[src/rtl/pid_pwm_pkg.sv]
// Purpose : shared types and helpers for the PID PWM output stage (channel FSM states,
//           period limit, saturating magnitude).
// Latency : n/a (package). Backpressure: n/a.
package pid_pwm_pkg;

  // Per-channel drive state. DEAD only exists when PID_PWM_DEADTIME_EN is defined.
  typedef enum logic {
    ST_RUN  = 1'b0,
    ST_DEAD = 1'b1
  } pwm_state_t;

  // Last value of the shared period counter for a signed power word of width w.
  // Period is MAXC+1 = 2^(w-1)-1 clocks, so a magnitude of MAXC+1 means 100% drive.
  function automatic int pwm_maxc(input int w);
    return (1 << (w - 1)) - 2;
  endfunction

  // Absolute value of a w-bit signed word (sign-extended into v). The most negative
  // value has no positive counterpart in w-1 bits, so it folds onto full scale.
  function automatic logic [31:0] sat_abs(input logic signed [31:0] v, input int w);
    logic signed [31:0] lo;
    lo = -(32'sd1 <<< (w - 1));
    if (v == lo) begin
      return 32'((1 << (w - 1)) - 1);
    end else if (v < 0) begin
      return 32'(-v);
    end else begin
      return 32'(v);
    end
  endfunction

endpackage

[src/rtl/pid_pwm_chan.sv]
// Purpose : one PWM channel: shadow sample, period-aligned active value, optional
//           dead-time FSM on direction reversal, registered H-bridge leg outputs.
// Latency : legs lag i_cnt by 1 clock; new sample takes effect at the next i_wrap.
// Backpressure: none, every i_we is accepted.
// Optional feature macro: PID_PWM_DEADTIME_EN (builds the DEAD state and dead counter).
// Ports   : clk_pid/reset (async, active-high); i_we sample strobe for this channel;
//           i_m_k signed power word; i_cnt/i_wrap shared period counter and its wrap;
//           o_in_a forward leg, o_in_b reverse leg.
module pid_pwm_chan
  import pid_pwm_pkg::*;
#(
  parameter int ow = 12
`ifdef PID_PWM_DEADTIME_EN
  ,
  parameter int dt = 4
`endif
) (
  input  logic                 clk_pid,
  input  logic                 reset,
  input  logic                 i_we,
  input  logic signed [ow-1:0] i_m_k,
  input  logic        [ow-2:0] i_cnt,
  input  logic                 i_wrap,
  output logic                 o_in_a,
  output logic                 o_in_b
);

  logic [ow-2:0] w_mag;
  logic          w_run;
  logic          w_on;

  logic          r_sh_sign;
  logic [ow-2:0] r_sh_mag;
  logic          r_act_sign;
  logic [ow-2:0] r_act_mag;
  logic          r_in_a;
  logic          r_in_b;

  assign w_mag = (ow-1)'(sat_abs(32'(i_m_k), ow));

  // Shadow registers follow every accepted sample.
  always_ff @(posedge clk_pid or posedge reset) begin
    if (reset) begin
      r_sh_sign <= 1'b0;
      r_sh_mag  <= '0;
    end else if (i_we) begin
      r_sh_sign <= i_m_k[ow-1];
      r_sh_mag  <= w_mag;
    end
  end

  // Active value only changes at the period boundary, so a period is never cut short
  // or stretched. A sample written on the wrap edge is not seen here until next wrap.
  always_ff @(posedge clk_pid or posedge reset) begin
    if (reset) begin
      r_act_sign <= 1'b0;
      r_act_mag  <= '0;
    end else if (i_wrap) begin
      r_act_sign <= r_sh_sign;
      r_act_mag  <= r_sh_mag;
    end
  end

`ifdef PID_PWM_DEADTIME_EN
  pwm_state_t r_state;
  logic [7:0] r_dead;
  logic       w_rev;

  // Reversal is judged against the value being loaded; loading zero never needs a gap.
  assign w_rev = (r_sh_sign != r_act_sign) && (r_sh_mag != '0);

  // Dead cycles start at cnt 0, so they eat into the start of the new on-time.
  always_ff @(posedge clk_pid or posedge reset) begin
    if (reset) begin
      r_state <= ST_RUN;
      r_dead  <= '0;
    end else if (i_wrap && w_rev) begin
      r_state <= ST_DEAD;
      r_dead  <= 8'(dt);
    end else if (r_state == ST_DEAD) begin
      if (r_dead == 8'd1) begin
        r_state <= ST_RUN;
      end
      r_dead <= r_dead - 8'd1;
    end
  end

  assign w_run = (r_state == ST_RUN);
`else
  assign w_run = 1'b1;
`endif

  // cnt never reaches MAXC+1, so a magnitude of MAXC+1 drives the whole period.
  assign w_on = w_run && (i_cnt < r_act_mag);

  always_ff @(posedge clk_pid or posedge reset) begin
    if (reset) begin
      r_in_a <= 1'b0;
      r_in_b <= 1'b0;
    end else begin
      r_in_a <= w_on && !r_act_sign;
      r_in_b <= w_on && r_act_sign;
    end
  end

  assign o_in_a = r_in_a;
  assign o_in_b = r_in_b;

endmodule

[src/rtl/pid_pwm_out.sv]
// Purpose : PWM output stage for the time-multiplexed PID core: per-channel shadow of
//           m_k, shared period counter, sign-magnitude H-bridge drive.
// Latency : outputs registered, 1 clock behind cnt; ce-to-drive 2 clocks .. period+2.
// Backpressure: none, every ce is accepted including back-to-back strobes.
// Optional feature macro: PID_PWM_DEADTIME_EN (dead time of dt clocks on reversal).
// Ports   : clk_pid, reset (async, active-high); ce/a/m_k sample strobe, channel
//           address and signed power; in_a/in_b per-channel legs; pwm_sync period pulse.
module pid_pwm_out
  import pid_pwm_pkg::*;
#(
  parameter int aw = 1,
  parameter int an = 1 << aw,
  parameter int ow = 12,
  parameter int dt = 4
) (
  input  logic                 clk_pid,
  input  logic                 reset,
  input  logic                 ce,
  input  logic        [aw-1:0] a,
  input  logic signed [ow-1:0] m_k,
  output logic        [an-1:0] in_a,
  output logic        [an-1:0] in_b,
  output logic                 pwm_sync
);

  localparam logic [ow-2:0] MAXC = (ow-1)'(pwm_maxc(ow));

  // Parameter sanity, evaluated at elaboration only.
  if (dt < 1 || dt > 255 || an > (1 << aw) || an < 1) begin : g_bad_param
    $error("pid_pwm_out: dt must be 1..255 and an must be 1..2^aw");
  end

  logic [ow-2:0] r_cnt;
  logic          r_sync;
  logic          w_wrap;
  logic [an-1:0] w_we;

  assign w_wrap = (r_cnt == MAXC);

  always_ff @(posedge clk_pid or posedge reset) begin
    if (reset) begin
      r_cnt <= '0;
    end else if (w_wrap) begin
      r_cnt <= '0;
    end else begin
      r_cnt <= r_cnt + 1'b1;
    end
  end

  // Registered like the legs, so the pulse lines up with the drive computed at cnt 0.
  always_ff @(posedge clk_pid or posedge reset) begin
    if (reset) begin
      r_sync <= 1'b0;
    end else begin
      r_sync <= (r_cnt == '0);
    end
  end

  assign pwm_sync = r_sync;

  for (genvar i = 0; i < an; i++) begin : g_chan
    assign w_we[i] = ce && (a == aw'(i));

    pid_pwm_chan #(
      .ow(ow)
`ifdef PID_PWM_DEADTIME_EN
      ,
      .dt(dt)
`endif
    ) u_chan (
      .clk_pid(clk_pid),
      .reset  (reset),
      .i_we   (w_we[i]),
      .i_m_k  (m_k),
      .i_cnt  (r_cnt),
      .i_wrap (w_wrap),
      .o_in_a (in_a[i]),
      .o_in_b (in_b[i])
    );
  end

endmodule

[config.mk]
export PLATFORM = sky130hd
export DESIGN_NAME = pid_pwm_out
export DESIGN_NICKNAME = d
export VERILOG_FILES = /design/src/rtl/pid_pwm_pkg.sv /design/src/rtl/pid_pwm_chan.sv /design/src/rtl/pid_pwm_out.sv
export SDC_FILE = /design/constraint.sdc
export NUM_CORES = 1
export LEC_CHECK = 0
export CAP_MARGIN = 20
export CORE_ASPECT_RATIO = 1.1
export CORE_MARGIN = 2
export CORE_UTILIZATION = 59
export DETAILED_ROUTE_END_ITERATION = 7
export PLACE_DENSITY = 0.79
export SETUP_SLACK_MARGIN = 0.05
export SLEW_MARGIN = 10
export SYNTH_ARGS = -nofsm -noshare
export SYNTH_HDL_FRONTEND = slang
export SYNTH_SLANG_ARGS = --single-unit
[constraint.sdc]
create_clock -name clk_pid -period 2.4 [get_ports clk_pid]
set_input_delay 0.48 -clock clk_pid [delete_from_list [all_inputs] [get_ports clk_pid]]
set_output_delay 0.48 -clock clk_pid [all_outputs]
set_load 0.05 [all_outputs]
==> results.py <==
metrics = {
    "die": {
        "num_rows": 28,
        "die_w_um": 75.9,
        "core_area_um2": 5430,
        "die_h_um": 83.1,
        "die_area_um2": 6300,
        "initial_core_util_pct": 61.8,
        "top_level_ports": 21,
    },
    "logic_synthesis": {
        "synth_largest_area_cell": "dfrtp_1",
        "synthArstFlopShare_pct": 100,
        "mappedNetlistArea_um2": 3350,
        "synth_edf_count": 0,
        "synth-seq-cells": 64,
        "post-synth-top-count-cell": "dfrtp_1",
        "synthTopCellsByCount": "dfrtp_1 (64), nand2_1 (30), inv_1 (26), ha_1 (24), nor2_1 (22)",
        "synth-main-ff-cell": "dfrtp_1",
        "ys.warnings.count": 0,
        "synth_nets": 358,
        "ys_seq_area_share_pct": 47.8,
        "avgSynthCellArea_um2": 10.5,
        "synth_cell_types": 51,
        "synthTopCellsByArea": "dfrtp_1 (48%), ha_1 (9.0%), mux2_1 (6.7%)",
        "synth_top_area_share_pct": 47.8,
        "synthCells": 318,
    },
    "critical_path": {
        "crit_arrival_ps": 2160,
        "worst-path-buf-inv": 1,
        "critPathCapture": "g_chan[0].u_chan.r_sh_mag[3]",
        "ff2ff_setup_slack_ps": 610,
        "reg2reg_to": "g_chan[1].u_chan.o_in_b",
        "r2r_start": "r_cnt[8]",
        "reg2regPathDepth": 5,
        "path_cells": "clkdlybuf4s50_1, nor3_1, and4_1, a21oi_1, o31ai_1",
        "crit_start": "m_k[6]",
        "worstSetupStartpointType": "primary input",
        "crit_family": "simple AND/OR/NAND/NOR gates",
        "slowest_stage": "clkdlybuf4s50_1",
        "slowest_delay_ps": 500,
        "path_max_fanout": 6,
        "end_kind": "flop",
        "critPathKind": "in2reg",
        "critical_path_depth": 5,
        "required_ps": 2630,
    },
    "sta": {
        "slew_violations": 0,
        "fmax_ghz": 0.517,
        "report.final.hold_viol_count": 0,
        "relSlewSlack_pct": 56.7,
        "setup_tns_ps": 0,
        "worst_slew_pin_slew_ps": 648,
        "setup-violations-final": 0,
        "fin_crit_sh_pct": 80.6,
        "min_period_ps": 1930,
        "fin_skew_ps": 5.22,
        "setup_ws_ps": 465,
        "rsz0062_at_grt": "no",
    },
    "grt": {
        "grt_pass1_wl_um": 11300,
        "grt_max_degree": 65,
        "antenna_found_initial": 0,
        "grt_pass1_vias": 2406,
        "grt.total_usage_pct": 23.8,
        "overflow": 0,
    },
    "pwr": {
        "combPwrFrac_pct": 7.4,
        "p_leak_nw": 1.78,
        "p_switching_w": 0.000561,
        "power_frac_seq_pct": 49.0,
        "internal_power_w": 0.00183,
        "powerDensity_nw_per_um2": 619,
        "p_sw_share_pct": 23.4,
        "vdd_drop_max_uv": 341,
        "clockPowerShare_pct": 43.5,
    },
    "clock_network": {
        "cts_root_buf": "clkbuf_8",
        "cts_tree": "built",
        "cts_hold_buf": 0,
        "worst_skew_pair.late_latency_ps": 330,
        "htree_levels": 3,
        "clk_pin_slew_ps": 70,
        "cts_resized": 0,
        "clk_path_buf_depth": 2,
        "clock_sinks": 64,
        "cts_setup_buffers": 0,
        "cts-buffers-inserted": 9,
    },
    "drt": {
        "drt_wl_total_um": 6640,
        "vias": 2432,
        "antenna_left": 0,
        "drt-vias-per-instance": 5.76,
        "drt_iter0_drc": 96,
        "routedWlPerCell_um": 15.7,
        "remaining_drc_errors": 0,
        "drtPass1Iterations": 4,
    },
    "final_layout": {
        "fin_nets": 382,
        "antenna_cells": 0,
        "layout-drive-gt1-share_pct": 11.8,
        "area_growth_pct": 15.4,
        "n_fill_cell": 410,
    },
    "placed_design": {
        "place_congestion": 0.814,
        "hpwl_um": 4870,
        "pre_cts_ws_ps": 157,
        "place.port_buffers": 20,
    },
    "run_status": {
        "outcome": "completed",
    },
    "job": {
        "drv_cap": 0,
    },
    "min_path": {
        "hp-class": "reg2reg",
    },
}
-- worst min-delay path by stage --
stage | endpoint | slack (ps) | cells after the start | start
after floorplan | g_chan[1].u_chan.o_in_a | 420 | 1 | g_chan[1].u_chan.r_act_sign
after global placement | g_chan[1].u_chan.o_in_a | 430 | 1 | g_chan[1].u_chan.r_act_sign
after detailed placement | g_chan[0].u_chan.o_in_a | 450 | 1 | g_chan[0].u_chan.r_act_sign
after CTS | g_chan[0].u_chan.o_in_a | 460 | 1 | g_chan[0].u_chan.r_act_sign
after global routing | g_chan[1].u_chan.o_in_a | 490 | 1 | g_chan[1].u_chan.r_act_sign
final | g_chan[0].u_chan.o_in_a | 470 | 1 | g_chan[0].u_chan.r_act_sign
-- power groups by stage --
stage,Combinational [W],Sequential [W],Clock (W)
after floorplan,0.000111,0.00118,0
after global placement,0.000173,0.00119,0
after detailed placement,0.000179,0.00119,0
after CTS,0.000181,0.00117,0.00106
after global routing,0.000202,0.00118,0.00110
final,0.000178,0.00117,0.00104
-- metal layers --
metal  global-route usage [%]  vias to the layer above  wire, um
li1                         -                     1174         -
met4                     11.6                        0       207
met5                        0                        -         0
met2                     37.9                       50      3400
met1                     30.9                     1191      2850
met3                     3.88                       17       172
-- sequential cells by signal (all words and copies together) (netlist names) --
| register | count |
|---|---|
| g_chan.u_chan.o_in_a | 2 |
| g_chan.u_chan.o_in_b | 2 |
| g_chan.u_chan.r_act_mag | 22 |
| g_chan.u_chan.r_act_sign | 2 |
| g_chan.u_chan.r_sh_mag | 22 |
| g_chan.u_chan.r_sh_sign | 2 |
| pwm_sync | 1 |
| r_cnt | 11 |
-- worst register-to-register path, delay by kind of cell (launching register included) --
family | cells | cell delay, ps
AO/OA/AOI/OAI | 3 | 600
flip-flops | 1 | 480
AND/OR/NAND/NOR | 1 | 250
adder cells (fa/ha/maj) | 1 | 350
-- cell type report --
cell class / instances / area (um^2) / area share, %
Multi-Input combinational cell: 213 / 1560 / 40.3
Sequential cell: 64 / 1600 / 41.4
Inverter: 26 / 97.6 / 2.52
Clock buffer: 10 / 138 / 3.56
Clock inverter: 6 / 92.6 / 2.39
Tap cell: 75 / 93.8 / 2.43
Timing Repair Buffer: 28 / 285 / 7.37
-- cells by family (layout without fill, tap and decap cells) --
kind of cell | count (synthesis) | in the layout | share of synthesized area [%]
adder cells (fa/ha/maj) | 24 | 24 | 8.96
AND/OR/NAND/NOR | 97 | 97 | 15.0
flip-flops | 64 | 64 | 47.8
buffers and inverters | 41 | 70 | 5.71
AO/OA/AOI/OAI | 55 | 55 | 10.7
XOR/XNOR | 8 | 8 | 2.09
multiplexers | 29 | 29 | 9.70
-- per-stage QoR --
stage                     area [um^2]  hold WS (ps)  utilization, %  instances  power [W]
final                            3870           466            71.2        422    0.00239
after global placement           3640           432            67.0        406    0.00136
after CTS                        3870           463            71.2        422    0.00241
after global routing             3870           494            71.2        422    0.00249
after floorplan                  3350           415               -        318    0.00129
after detailed placement         3640           449            67.0        406    0.00137
-- placed cells by master, fill, tap and decap left out, types with 6 or more instances in the layout --
cell type	count
ha_1	24
nand2b_1	7
o21ai_0	13
nand4_1	6
a21oi_1	9
mux2_1	20
o31ai_1	6
dfrtp_1	64
nand2_1	30
nor4_1	7
mux2_2	8
clkbuf_8	10
inv_1	25
xor2_1	6
nor2_1	22
buf_4	6
clkdlybuf4s50_1	20
Power figures use the tool's default switching activity.
